[src/rtl/fp8_pkg.sv]
// rtl/fp8_pkg.sv - shared widths, types and constants for the FP8 normalize/round stage
// Purpose: E4M3-style format parameters, packed result type, stage-1 pipeline record.
// Ports: none (package).
package fp8_pkg;

  localparam int EXP_W = 4;
  localparam int MAN_W = 3;
  localparam int BIAS  = 2 ** (EXP_W - 1) - 1;
  // {carry, hidden, mantissa[MAN_W], guard, round, sticky}
  localparam int SUM_W = MAN_W + 5;
  localparam int LZ_W  = $clog2(SUM_W + 1);

  typedef struct packed {
    logic             sign;
    logic [EXP_W-1:0] exp;
    logic [MAN_W-1:0] man;
  } fp8_t;

  localparam fp8_t FP8_QNAN = fp8_t'({1'b0, {EXP_W{1'b1}}, 1'b1, {(MAN_W-1){1'b0}}});
  localparam fp8_t FP8_ZERO = fp8_t'('0);

  // Exponent carries one extra bit so a carry-out plus a rounding increment
  // can be seen as overflow rather than wrapping.
  typedef struct packed {
    logic             sign;
    logic [EXP_W:0]   exp;
    logic [SUM_W-1:0] sum;
    logic             nan;
    logic             inf;
  } s1_t;

endpackage

[src/rtl/clz.sv]
// rtl/clz.sv - combinational count-leading-zeros
// Purpose: number of zero bits above the most significant one; WIDTH_IN when input is zero.
// Ports: in_data (WIDTH_IN) -> out_lz (WIDTH_OUT).
module clz #(
  parameter int WIDTH_IN  = 8,
  parameter int WIDTH_OUT = $clog2(WIDTH_IN + 1)
) (
  input  logic [WIDTH_IN-1:0]  in_data,
  output logic [WIDTH_OUT-1:0] out_lz
);

  logic w_found;

  always_comb begin
    out_lz  = WIDTH_OUT'(WIDTH_IN);
    w_found = 1'b0;
    for (int i = WIDTH_IN - 1; i >= 0; i--) begin
      if (!w_found && in_data[i]) begin
        out_lz  = WIDTH_OUT'(WIDTH_IN - 1 - i);
        w_found = 1'b1;
      end
    end
  end

endmodule

[src/rtl/fp8_round.sv]
// rtl/fp8_round.sv - combinational RNE rounding, overflow detection and packing
// Purpose: turns a normalized stage-1 record into the final packed FP8 value.
// Ports: in_s1 (s1_t) -> out_result (fp8_t), out_ovf (finite value rounded to Inf).
module fp8_round
  import fp8_pkg::*;
(
  input  s1_t  in_s1,
  output fp8_t out_result,
  output logic out_ovf
);

  logic             w_inc;
  logic [MAN_W+1:0] w_sig;
  logic [EXP_W:0]   w_exp;

  always_comb begin
    // Round to nearest even: guard set and (round | sticky | lsb).
    w_inc = in_s1.sum[2] & (in_s1.sum[1] | in_s1.sum[0] | in_s1.sum[3]);
    // {carry, hidden, mantissa}; carry is always clear coming out of stage 1,
    // so after the increment it flags a mantissa overflow.
    w_sig = in_s1.sum[SUM_W-1:3] + (MAN_W+2)'(w_inc);
    w_exp = in_s1.exp;
    if (w_sig[MAN_W+1]) begin
      w_exp = w_exp + (EXP_W+1)'(1);
    end else if (w_exp == '0 && w_sig[MAN_W]) begin
      // subnormal rounded up into the smallest normal
      w_exp = (EXP_W+1)'(1);
    end

    out_ovf        = 1'b0;
    out_result     = FP8_ZERO;
    out_result.sign = in_s1.sign;
    out_result.exp  = w_exp[EXP_W-1:0];
    out_result.man  = w_sig[MAN_W-1:0];

    if (in_s1.nan) begin
      out_result = FP8_QNAN;
    end else if (in_s1.inf) begin
      out_result.exp = '1;
      out_result.man = '0;
    end else if (w_exp >= {1'b0, {EXP_W{1'b1}}}) begin
      out_result.exp = '1;
      out_result.man = '0;
      out_ovf        = 1'b1;
    end
  end

endmodule

[src/rtl/fp8_normalize.sv]
// rtl/fp8_normalize.sv - 2-stage post-add normalize/round pipeline for the FP8 adder
// Purpose: stage 1 normalizes (or denormalizes) the aligned sum via clz, stage 2 rounds RNE
//          and packs; valid/ready on both sides, full throughput when out_ready is high.
// Ports: clk, rst_n (async active-low); in_valid/in_ready, in_sign, in_exp, in_sum,
//        in_nan, in_inf; out_valid/out_ready, out_result {sign,exp,man}, out_ovf.
module fp8_normalize
  import fp8_pkg::*;
(
  input  logic                 clk,
  input  logic                 rst_n,
  input  logic                 in_valid,
  output logic                 in_ready,
  input  logic                 in_sign,
  input  logic [EXP_W-1:0]     in_exp,
  input  logic [SUM_W-1:0]     in_sum,
  input  logic                 in_nan,
  input  logic                 in_inf,
  output logic                 out_valid,
  input  logic                 out_ready,
  output logic [EXP_W+MAN_W:0] out_result,
  output logic                 out_ovf
);

  localparam int CW = (LZ_W > EXP_W + 1) ? LZ_W : EXP_W + 1;

  logic [LZ_W-1:0] w_lz;
  logic [CW-1:0]   w_lz_m1;
  logic [CW-1:0]   w_exp_m1;
  logic [CW-1:0]   w_exp_c;
  logic [CW-1:0]   w_sh;
  s1_t             w_s1_d;
  s1_t             r_s1;
  logic            r_s1_valid;
  logic            w_s1_adv;
  fp8_t            w_res;
  logic            w_ovf;
  logic            r_out_valid;
  logic [EXP_W+MAN_W:0] r_out_result;
  logic            r_out_ovf;

  clz #(.WIDTH_IN(SUM_W)) u_clz (
    .in_data (in_sum),
    .out_lz  (w_lz)
  );

  always_comb begin
    w_s1_d      = '0;
    w_sh        = '0;
    w_lz_m1     = CW'(w_lz) - CW'(1);
    w_exp_m1    = CW'(in_exp) - CW'(1);
    w_exp_c     = CW'(in_exp);
    w_s1_d.sign = in_sign;
    w_s1_d.nan  = in_nan;
    w_s1_d.inf  = in_inf;
    if (in_sum == '0) begin
      // exact zero is always +0; an Inf special keeps its sign
      w_s1_d.sign = in_sign & in_inf;
    end else if (w_lz == '0) begin
      // carry out: shift right one, dropped bit folds into sticky
      w_s1_d.sum = {1'b0, in_sum[SUM_W-1:2], in_sum[1] | in_sum[0]};
      w_s1_d.exp = (EXP_W+1)'(w_exp_c + CW'(1));
    end else begin
      // shift left until hidden is set, but never below exponent 1
      if (w_lz_m1 > w_exp_m1) begin
        w_sh       = w_exp_m1;
        w_s1_d.exp = '0;
      end else begin
        w_sh       = w_lz_m1;
        w_s1_d.exp = (EXP_W+1)'(w_exp_c - w_sh);
      end
      w_s1_d.sum = in_sum << w_sh;
      if (w_s1_d.exp == (EXP_W+1)'(1) && !w_s1_d.sum[SUM_W-2]) begin
        w_s1_d.exp = '0;
      end
    end
  end

  assign w_s1_adv = !r_out_valid || out_ready;
  assign in_ready = !r_s1_valid || w_s1_adv;

  always_ff @(posedge clk or negedge rst_n) begin
    if (!rst_n) begin
      r_s1_valid <= 1'b0;
      r_s1       <= '0;
    end else if (in_ready) begin
      r_s1_valid <= in_valid;
      if (in_valid) begin
        r_s1 <= w_s1_d;
      end
    end
  end

  fp8_round u_round (
    .in_s1      (r_s1),
    .out_result (w_res),
    .out_ovf    (w_ovf)
  );

  always_ff @(posedge clk or negedge rst_n) begin
    if (!rst_n) begin
      r_out_valid  <= 1'b0;
      r_out_result <= '0;
      r_out_ovf    <= 1'b0;
    end else if (w_s1_adv) begin
      r_out_valid <= r_s1_valid;
      if (r_s1_valid) begin
        r_out_result <= w_res;
        r_out_ovf    <= w_ovf;
      end
    end
  end

  assign out_valid  = r_out_valid;
  assign out_result = r_out_result;
  assign out_ovf    = r_out_ovf;

endmodule
[config.mk]
export PLATFORM = sky130hd
export DESIGN_NAME = fp8_normalize
export DESIGN_NICKNAME = d
export VERILOG_FILES = /design/src/rtl/fp8_pkg.sv /design/src/rtl/clz.sv /design/src/rtl/fp8_round.sv /design/src/rtl/fp8_normalize.sv
export SDC_FILE = /design/constraint.sdc
export NUM_CORES = 1
export LEC_CHECK = 0
export ABC_AREA = 1
export CORE_UTILIZATION = 25
export CTS_CLUSTER_SIZE = 8
export DETAILED_ROUTE_END_ITERATION = 6
export DONT_BUFFER_PORTS = 1
export GPL_TIMING_DRIVEN = 0
export PLACE_DENSITY = 0.48
export SYNTH_ARGS = -nofsm -noshare
export SYNTH_HDL_FRONTEND = slang
export SYNTH_SLANG_ARGS = --single-unit
[constraint.sdc]
create_clock -name clk -period 2.3 [get_ports clk]
set_input_delay 0.46 -clock clk [delete_from_list [all_inputs] [get_ports clk]]
set_output_delay 0.46 -clock clk [all_outputs]
set_load 0.03 [all_outputs]
==> reports/qor.csv, run 1 <==
stage;metric;value;unit
clock_tree;cts_made_buffers;3;
clock_tree;ctsRootBufferMaster;clkbuf_8;
clock_tree;cts_tree;built;
route;drc_errors;0;
status;run_status;complete, but fails checks;
logic_synthesis;ys_ff_latch;27;
floorplanning;design.die.area;10100;um^2
place;numPlacedInstances;471;
timing;maxSlewHeadroom;71.5;%
clock_tree;clock_tree.buffer_depth;2;
timing;period_share;124;%
grt;number_of_global_route_vias_before_repair;2305;
timing;report.final.setup_viol;13;
route;vias;2310;
status;violations;negative setup slack;
power;p_int;1140;uW
logic_synthesis;synthXorXnorAreaFrac;2.52;%
logic_synthesis;synthesis.instances;342;
clock_tree;htree_num_levels;1;
clock_tree;clk_pin_slew;100;ps
floorplanning;initial_core_util;26.1;%
place;port-buffer-count;0;
timing;final_critical_path_setup_slack;-546;ps
layout;n_antenna_cell;0;
power;vdd_ir_drop_max;0.222;mV
grt;grt_antenna_before_repair;0;
grt;grt_first_pass_wirelength;10500;um
logic_synthesis;synth-simple-area-share;35.7;%
logic_synthesis;synthesis.yosys.warnings;0;
logic_synthesis;syn-cell-area;2440;um^2
setup_path;crit_fanout;6;
hold_path;timing.hold.worst.class;input pin to register;
power;switching_share;45.4;%
clock_tree;clkSinkCount;27;
power;power.sequential.fraction;36.0;%
route;drt_first_iter_violations;31;
layout;design.final.nets;415;
setup_path;crit_path_end_kind;register;
grt;grt_use_total;12.9;%
logic_synthesis;synth_nets;379;
place;hpwl;4960;um
floorplanning;placement_rows;35;
layout;flow.area_growth_from_synthesis;35.4;%
setup_path;critical_setup_path_class;input pin to register;
floorplanning;die_x;101;um
route;drtPass1Iterations;4;
logic_synthesis;largest_family_of_logic_cells_by_synthesized_area;simple AND/OR/NAND/NOR gates;
logic_synthesis;post-synth-top-area-fraction;27.7;%
logic_synthesis;post_synth_fa_ha_maj_area_fraction;9.55;%
timing;timing_max_transition_violations_final;0;
floorplanning;io_pins;30;
timing;max_clock_freq;0.351;GHz
setup_path;crit_path_start_kind;input pin;
layout;filler_cell_count;1007;
route;postRouteAntennaNets;0;
power;cellLeakagePower;0.00150;uW
grt;overflow;0;
clock_tree;worstSkewPairLatency;270;ps
layout;fraction_of_layout_instances_using_a_drive_strength_above_1;35.3;%
logic_synthesis;synth_top_cells_by_area;dfrtp_1 (28%), nand2_1 (13%), ha_1 (8.7%);
floorplanning;core_area;9330;um^2
layout;postLayoutCoreUtil;35.4;%
grt;grt_start_max_net_pins;28;
logic_synthesis;synth_largest_area_cell;dfrtp_1;
floorplanning;die_h;101;um
job;cap_violations;0;
setup_path;arrival_time_of_the_worst_setup_path;3070;ps
logic_synthesis;synth_cell_type_count;42;
logic_synthesis;ys_seq_area_share;27.7;%
timing;fin_skew;8.06;ps
layout;post_layout_nonfiller_instances;506;
logic_synthesis;synth.area.mux_share;0.411;%
route;detail_route.wl_per_cell;12.7;um
logic_synthesis;synth-compound-area-share;15.0;%
power;pwr-share-comb;50.8;%
power;p_sw;946;uW
timing;timing_hold_violations_final;0;
place;routability_congestion_estimate_from_global_placement;0.841;
timing;minimum_clock_period;2850;ps
setup_path;timing.critical_path.required;2520;ps
timing;rsz0062_at_grt;yes;
timing;tightestPinTransition;427;ps
route;route.final.wire_length;6420;um
power;clock_power_share;13.2;%
route;routed_via_density;4.57;
logic_synthesis;syn_avg_cell_area;7.12;um^2
power;cellPowerDensity;632;nW/um^2
metal layers:
layer  vias up  part of all wire, %  GRT usage, %
met5         -                    0             0
met4         0                 0.78          3.01
met3         4                  3.0          1.32
met2        35                   49          23.2
met1      1081                   47          16.6
li1       1190                    -             -
worst max-delay path, stage by stage:
cell and delay, ps:
nor2_4 130, nand3_4 110, nor2_4 160, buf_6 120, a21oi_4 70, ha_4 200, inv_2 50, nand2_2 70
nand2_4 100, ha_4 210, nand2_2 70, nand2_2 60, nand2_2 70, nand3_4 150, buf_12 170, nand2_4 80
nand2_2 70, nand2_4 110, nand2_2 80, o21ai_4 70, nand2_2 90, a21oi_2 130, nand2_1 70, nand2_2 70
nand2_2 40, nand2_1 50
synth_stat cells:
| cell type | number |
|---|---|
| fa_1 | 1 |
| nand2_2 | 10 |
| inv_2 | 4 |
| buf_2 | 1 |
| clkbuf_1 | 1 |
| inv_4 | 2 |
| o21a_1 | 1 |
| nor2_1 | 27 |
| ha_1 | 17 |
| nand3b_1 | 1 |
| xnor2_1 | 1 |
| a21oi_1 | 15 |
| nor2_4 | 6 |
| or2_2 | 1 |
| xor2_1 | 6 |
| nand3_1 | 26 |
| nor3b_1 | 1 |
| inv_1 | 44 |
| a31oi_1 | 3 |
| buf_4 | 1 |
| o21ai_4 | 1 |
| o21ai_2 | 1 |
| nand3_4 | 1 |
| o21ai_0 | 19 |
| o31ai_1 | 2 |
| buf_6 | 1 |
| o21ai_1 | 5 |
| nand2_1 | 85 |
| nand2_8 | 1 |
| o311ai_0 | 1 |
| o32ai_1 | 2 |
| nand2_4 | 3 |
| nand3_2 | 5 |
| a21oi_2 | 1 |
| o22ai_1 | 1 |
| nand4_1 | 3 |
| o211ai_1 | 5 |
| a22o_1 | 3 |
| nor3_1 | 3 |
| dfrtp_1 | 27 |
| mux2i_1 | 1 |
| nor2_2 | 2 |
power groups by stage:
stage / sequential, uW / combinational [uW] / clock (uW)
4_1_cts: 752 / 934 / 281
2_1_floorplan: 742 / 665 / 0
6_report: 750 / 1060 / 274
3_3_place_gp: 758 / 804 / 0
3_5_place_dp: 762 / 810 / 0
5_1_grt: 768 / 1190 / 305
placed cells by master (no fill, tap or decap), types with 4 or more instances in the layout:
cell,count
nor2_4,8
nor2_1,23
buf_4,25
nor2_2,4
inv_4,5
nand2_2,19
inv_1,38
dfrtp_1,27
nand3_2,10
xor2_1,6
buf_6,4
o21ai_4,4
o21ai_1,10
inv_2,5
ha_1,11
o211ai_1,5
nand3_1,18
nand3_4,4
a21oi_2,5
nand2_1,66
nand2_4,13
ha_4,6
o21ai_0,11
a21oi_1,10
final timing paths:
kind / startpoint / end / slack (ps) / cells after the start
worst min-delay path: in_nan / r_s1[1]$_DFFE_PN0P_ / 290 / 2
min in group asynchronous: rst_n / out_result[1]$_DFFE_PN0P_ / 610 / 2
max in group asynchronous: rst_n / r_s1[13]$_DFFE_PN0P_ / 1530 / 2
worst max register to register: out_valid$_DFFE_PN0P_ / r_s1[6]$_DFFE_PN0P_ / 190 / 7
worst max-delay path: in_sum[4] / r_s1[7]$_DFFE_PN0P_ / -550 / 26
worst min register to register: r_s1[15]$_DFFE_PN0P_ / r_s1[15]$_DFFE_PN0P_ / 500 / 2
cell families after synthesis:
group           count (synthesis)
simple gates                  175
compound gates                 60
buf+inv                        54
flops                          27
fa+ha+maj                      18
xor+xnor                        7
mux                             1
per-stage QoR:
step           hold slack, ps  cell area, um^2  power, uW  worst slack [ps]  TNS (ps)
2_1_floorplan             164             2550       1410              -564     -5590
4_1_cts                   286             3050       1970              -464     -4450
5_1_grt                   300             3300       2260              -731     -7340
3_5_place_dp              165             2710       1570              -901     -9520
6_report                  287             3300       2080              -546     -5320
3_3_place_gp              165             2710       1560              -877     -9220
area by class of cell:
| class | count | area [um^2] | share of cell area [%] |
|---|---|---|---|
| multi-input cells | 262 | 1910 | 58.0 |
| inverters | 50 | 209 | 6.34 |
| plain buffers | 4 | 27.5 | 0.835 |
| clock inverters | 1 | 5.00 | 0.152 |
| well taps | 129 | 161 | 4.89 |
| clock buffers | 3 | 41.3 | 1.25 |
| repair buffers | 30 | 264 | 8.00 |
| flip-flops and latches | 27 | 676 | 20.5 |
flip-flops by register name, indices dropped and copies added, names as in the netlist:
name        cells
out_result      8
out_ovf         1
r_s1_valid      1
r_s1           16
out_valid       1
timing repair:
| action | 4_1_cts | 5_1_grt |
|---|---|---|
| hold buffers | 2 | 0 |
| resized for setup | 34 | 35 |
| gates cloned | 1 | 0 |
| endpoints found under the setup margin | 13 | 17 |
| pin swaps | 28 | 30 |
| endpoints found under the hold margin | 27 | 0 |
| buffers inserted | 16 | 12 |
Note: power is estimated with default switching activity, not from simulation.
==> run 2, diff against run 1 <==
Settings changed: CTS_CLUSTER_DIAMETER set to 30.
==> results of run 2 <==
The final DEF is identical to that of run 1; final timing and power are the same.
